<file path="src/rtl/dram_line_arbiter_pkg.sv">
// Shared constants and state encoding for the line RAM arbiter and its
// round-robin helper.
package dram_line_arbiter_pkg;

  localparam int LINE_BITS     = 256;
  localparam int LINE_OFS_BITS = 5;

  typedef enum logic [1:0] {
    ARB_IDLE = 2'd0,
    ARB_WAIT = 2'd1,
    ARB_RESP = 2'd2
  } arb_state_t;

endpackage

</file>
<file path="src/rtl/dram_line_arbiter_rr_arb2.sv">
// Two-way round-robin grant: a sole requester wins, a tie goes to the port
// that was not granted last. Purely combinational.
module rr_arb2
  import dram_line_arbiter_pkg::*;
(
  input  logic [1:0] req,
  input  logic       last,
  output logic [1:0] gnt
);

  assign gnt[0] = req[0] & (~req[1] | last);
  assign gnt[1] = req[1] & (~req[0] | ~last);

endmodule

</file>
<file path="src/rtl/dram_line_arbiter.sv">
// Shares the line data RAM between the I-cache (port 0) and D-cache (port 1):
// one transaction in flight, round-robin grant, LAT RAM cycles per access.
module dram_line_arbiter
  import dram_line_arbiter_pkg::*;
#(
  parameter int LAT    = 2,
  parameter int ADDR_W = 32,
  parameter int LINE_W = LINE_BITS
) (
  input  logic              clk,
  input  logic              rst,
  input  logic              req0_valid,
  input  logic              req0_we,
  input  logic [ADDR_W-1:0] req0_addr,
  input  logic [LINE_W-1:0] req0_wdata,
  output logic              req0_ready,
  input  logic              req1_valid,
  input  logic              req1_we,
  input  logic [ADDR_W-1:0] req1_addr,
  input  logic [LINE_W-1:0] req1_wdata,
  output logic              req1_ready,
  output logic              resp0_valid,
  output logic [LINE_W-1:0] resp0_rdata,
  output logic              resp1_valid,
  output logic [LINE_W-1:0] resp1_rdata,
  output logic              ram_read_op,
  output logic              ram_write_op,
  output logic [ADDR_W-1:0] ram_addr,
  output logic [LINE_W-1:0] ram_wdata,
  input  logic [LINE_W-1:0] ram_rdata
);

  localparam logic [3:0] LAT_M1 = 4'(LAT - 1);

  arb_state_t        state;
  logic [3:0]        cnt;
  logic              last_grant;
  logic              owner;
  logic              lat_we;
  logic [ADDR_W-1:0] lat_addr;
  logic [LINE_W-1:0] lat_wdata;
  logic [LINE_W-1:0] rdata_q;
  logic              resp0_q;
  logic              resp1_q;
  logic [1:0]        gnt;
  logic              is_idle;
  logic              in_wait;
  logic              last_cycle;
  logic [ADDR_W-1:0] sel_addr;
  logic              unused_ofs;

  rr_arb2 u_rr_arb2 (
    .req  ({req1_valid, req0_valid}),
    .last (last_grant),
    .gnt  (gnt)
  );

  assign is_idle    = (state == ARB_IDLE);
  assign in_wait    = (state == ARB_WAIT);
  assign last_cycle = in_wait && (cnt == 4'd0);
  assign sel_addr   = gnt[1] ? req1_addr : req0_addr;
  assign unused_ofs = ^{req0_addr[LINE_OFS_BITS-1:0], req1_addr[LINE_OFS_BITS-1:0]};

  assign req0_ready = is_idle & gnt[0];
  assign req1_ready = is_idle & gnt[1];

  // Reads hold read_op for the whole access; writes strobe only on the final cycle.
  assign ram_read_op  = in_wait & ~lat_we;
  assign ram_write_op = last_cycle & lat_we;
  assign ram_addr     = in_wait ? lat_addr : '0;
  assign ram_wdata    = (in_wait && lat_we) ? lat_wdata : '0;

  assign resp0_valid = resp0_q;
  assign resp1_valid = resp1_q;
  assign resp0_rdata = (resp0_q && !lat_we) ? rdata_q : '0;
  assign resp1_rdata = (resp1_q && !lat_we) ? rdata_q : '0;

  always_ff @(posedge clk) begin
    if (rst) begin
      state      <= ARB_IDLE;
      cnt        <= 4'd0;
      last_grant <= 1'b1;
      owner      <= 1'b0;
      lat_we     <= 1'b0;
      lat_addr   <= '0;
      resp0_q    <= 1'b0;
      resp1_q    <= 1'b0;
    end else begin
      case (state)
        ARB_IDLE: begin
          if (|gnt) begin
            owner      <= gnt[1];
            last_grant <= gnt[1];
            lat_we     <= gnt[1] ? req1_we : req0_we;
            lat_addr   <= {sel_addr[ADDR_W-1:LINE_OFS_BITS], {LINE_OFS_BITS{1'b0}}};
            cnt        <= LAT_M1;
            state      <= ARB_WAIT;
          end
        end
        ARB_WAIT: begin
          if (cnt == 4'd0) begin
            resp0_q <= ~owner;
            resp1_q <= owner;
            state   <= ARB_RESP;
          end else begin
            cnt <= cnt - 4'd1;
          end
        end
        ARB_RESP: begin
          resp0_q <= 1'b0;
          resp1_q <= 1'b0;
          state   <= ARB_IDLE;
        end
        default: state <= ARB_IDLE;
      endcase
    end
  end

  // Line registers carry no reset; every output path through them is gated by state.
  always_ff @(posedge clk) begin
    if (is_idle && (|gnt)) lat_wdata <= gnt[1] ? req1_wdata : req0_wdata;
    if (last_cycle && !lat_we) rdata_q <= ram_rdata;
  end

endmodule

</file>
<file path="config.mk">
export PLATFORM = sky130hd
export DESIGN_NAME = dram_line_arbiter
export DESIGN_NICKNAME = d
export VERILOG_FILES = /design/src/rtl/dram_line_arbiter_pkg.sv /design/src/rtl/dram_line_arbiter_rr_arb2.sv /design/src/rtl/dram_line_arbiter.sv
export SDC_FILE = /design/constraint.sdc
export NUM_CORES = 1
export LEC_CHECK = 0
export BUFFER_PORTS_ARGS = -buffer_cell sky130_fd_sc_hd__buf_4
export CORE_AREA = 5 5 639 641
export CTS_CLUSTER_DIAMETER = 30
export DETAILED_ROUTE_END_ITERATION = 12
export DIE_AREA = 0 0 644 646
export PLACE_DENSITY = 0.34
export SLEW_MARGIN = 25
export SYNTH_ARGS = -nofsm -noshare
export SYNTH_HDL_FRONTEND = slang
export SYNTH_SLANG_ARGS = --single-unit
</file>
<file path="constraint.sdc">
create_clock -name clk -period 26.9 [get_ports clk]
set_input_delay 2.69 -clock clk [delete_from_list [all_inputs] [get_ports clk]]
set_output_delay 2.69 -clock clk [all_outputs]
set_load 0.05 [all_outputs]
</file>
==> results by group <==
Floorplanning
  – Initial Util: 0.0645
  – DIE HEIGHT: 646 um
  – Top Ports: 1644
  – Die ar.: 416000 um2
  – Placeable core area: 402000 um2
  – Placement Rows: 233
  – Die Width: 644 um

Timing
  – Clock Skews: 97.2 ps
  – Final setup vio count: 0
  – Worst slew pin tran: 1010 ps
  – Final Max Slew Viols: 0
  – Post-route setup TNS: 0 ps
  – Final Cycle Share: 0.261
  – FMAX: 143 MHz
  – RSZ-0062 raised after global routing: false
  – Min Tclk post-route: 7010 ps
  – Slew margin rel.: 0.326
  – Final Hold Vio Count: 0

Worst setup path
  – Req. time, crit path: 24210 ps
  – Crit path kind: flip-flop to output port
  – Crit path to: ram_wdata[154]
  – R2R cell count: 8
  – Crit path max fanout: 93
  – Crit. End Element: output port
  – Arrival @ worst endpoint: 4320 ps
  – Worst setup SP type: flip-flop
  – R2r setup slk: 22270 ps
  – Reg-to-Reg End: rdata_q[8]
  – Worst reg2reg startpoint: cnt[0]
  – CP Launch Point: lat_we

Synthesis
  – Synth area leaders: edfxtp_1 (59%), and2_1 (13%), nand2_1 (12%), and3_1 (6.2%), dfxtp_1 (2.9%)
  – Most area-hungry cell type in the Yosys netlist: edfxtp_1
  – Avg Cell Area, Syn: 10.4 um2
  – Synth Instances: 2484
  – Top cell type's share of synthesized area: 0.593
  – Most common cell in the synthesized netlist: nand2_1
  – Asr flop ratio synth: 0
  – Post-synth EDFFs: 512
  – Mapped cell area: 25900 um2
  – Primary FF master, synth: edfxtp_1
  – Post-synthesis register bit count: 550
  – Netlist cell types: 43
  – Register area share after synthesis: 0.622
  – Most frequent cells after synthesis: nand2_1 (828), and2_1 (539), edfxtp_1 (512)
  – Synth warnings: 0

Drt
  – Final WL: 251000 um
  – Vias: 26900
  – WL/cell: 26.1 um
  – 1st-iter DRT viols: 1837
  – Vias/cell: 2.80
  – Pre-Repair DR Iteration Count: 5
  – Post-route DRC: 0
  – Routed Antenna Nets: 0

Clocking
  – Clk pin slew, worst setup/hold paths: 40 ps
  – Setup repair bufs after CTS: 0
  – Root buf cell: clkbuf_16
  – Total number of H-tree levels: 4
  – Num CTS Buffers: 207
  – # clock sinks: 550
  – Worst-Skew Late Latency: 910 ps
  – Clock buffer depth: 4
  – # resized after CTS: 0
  – TritonCTS clock tree: done
  – Hold buffer count at CTS: 0

Power and ir drop
  – Power share of the clock group: 0.544
  – Combinational Power Share: 0.176
  – Sw frac: 0.309
  – VDD IR max: 0.0000514 V
  – P_leak: 0.0226 uW
  – Sequential Power Share: 0.280
  – Ratio of total power to cell area: 81.3 nW/um2
  – Sw power: 1280 uW
  – Internal Pwr Total: 2850 uW

Cells and area
  – Post-route cell area: 50800 um2
  – Util after Layout: 0.127
  – Finished Layout Cells: 9636
  – Nets: 4994
  – Layout cell share with drive strength beyond 1: 0.455
  – Synthesis-to-finish area growth: 96.1%

Global route
  – Initial antenna violation count: 154
  – GRT overflow: 0
  – Total GRT Usage: 0.114
  – Largest net degree at the start of global routing: 147
  – First-pass GRT wire length: 308000 um
  – Vias in the first global route: 27600

Placed design
  – Dpl hpwl: 214000 um
  – Port bufs: 1628
  – Routability Congestion: 0.945
  – Placed inst area: 44200 um2
  – Placed Cells: 9231

Worst hold path
  – Min-delay src: lat_addr[28]
  – Worst Hold Class: flip-flop to flip-flop

Outcome
  – Status: finished, final reports clean

Flow run
  – Maxcap violations: 0
worst min path at each step:
stage | end | slack, ps | depth (start not counted)
6_report | lat_addr[28] | 520 | 2
5_1_grt | lat_addr[29] | 540 | 2
4_1_cts | lat_addr[7] | 520 | 2
3_5_place_dp | lat_addr[7] | 520 | 2
3_3_place_gp | lat_addr[5] | 500 | 2
2_1_floorplan | owner | 480 | 2
layout by cell type (no fill, tap or decap), types with 37 or more instances in the layout:
cell / synthesis / layout
dfxtp_1: 38 / 37
clkinv_1: 0 / 47
edfxtp_1: 512 / 512
clkbuf_1: 106 / 43
buf_4: 7 / 1655
nand2_1: 828 / 828
clkinv_2: 0 / 44
clkbuf_16: 0 / 209
and3_1: 256 / 256
and2_1: 539 / 539
power by group through the flow:
stage | Combinational (uW) | Sequential [uW] | Clock [uW]
6_report | 726 | 1160 | 2250
5_1_grt | 771 | 1170 | 2360
4_1_cts | 745 | 1160 | 2320
3_5_place_dp | 743 | 1170 | 0
3_3_place_gp | 744 | 1170 | 0
2_1_floorplan | 403 | 1150 | 0
routing by layer:
layer | vias up | share of wire | global-route usage
li1 | 11800 | - | -
met1 | 13200 | 0.33 | 0.108
met3 | 490 | 0.11 | 0.0594
met5 | - | 0.0037 | 0
met2 | 1400 | 0.53 | 0.214
met4 | 118 | 0.030 | 0.0293
flip-flops by register name, indices dropped and copies added, names as in the netlist:
| name | count |
|---|---|
| rdata_q | 256 |
| owner | 1 |
| lat_addr | 27 |
| lat_we | 1 |
| state | 2 |
| cnt | 4 |
| lat_wdata | 256 |
| last_grant | 1 |
| resp1_valid | 1 |
| resp0_valid | 1 |
critical path: stages, from the launching register on:
cell and delay [ps]:
dfxtp_4 570, buf_4 610, buf_4 710, buf_4 760, and3_1 290, buf_4 230
stage by stage:
| stage | setup slack (ps) | total power [uW] | hold WS (ps) |
|---|---|---|---|
| finish | 19890 | 4130 | 521 |
| global placement | 20610 | 1920 | 503 |
| floorplan | 7470 | 1550 | 480 |
| global route | 19540 | 4300 | 539 |
| detailed placement | 20620 | 1920 | 515 |
| CTS | 19660 | 4220 | 523 |
cell families (layout without fill, tap and decap cells):
| logic type | after synthesis | after routing | share of synthesized area |
|---|---|---|---|
| fa+ha+maj | 2 | 2 | 0.000965 |
| other cells | 1 | 35 | 0.000145 |
| mux | 1 | 1 | 0.000434 |
| compound gates | 69 | 69 | 0.0213 |
| flops | 550 | 550 | 0.622 |
| simple gates | 1655 | 1655 | 0.320 |
| buf+inv | 206 | 2037 | 0.0352 |
cell type report:
cell class,instances,area (um2)
fillers,46000,351000
flip-flops and latches,550,16100
repair buffers,1658,12500
multi-input cells,1732,8920
well taps,5287,6620
clock buffers,258,5470
clock inverters,116,1090
diodes,30,75.1
inverters,5,26.3
(Power assumes the default switching activity.)
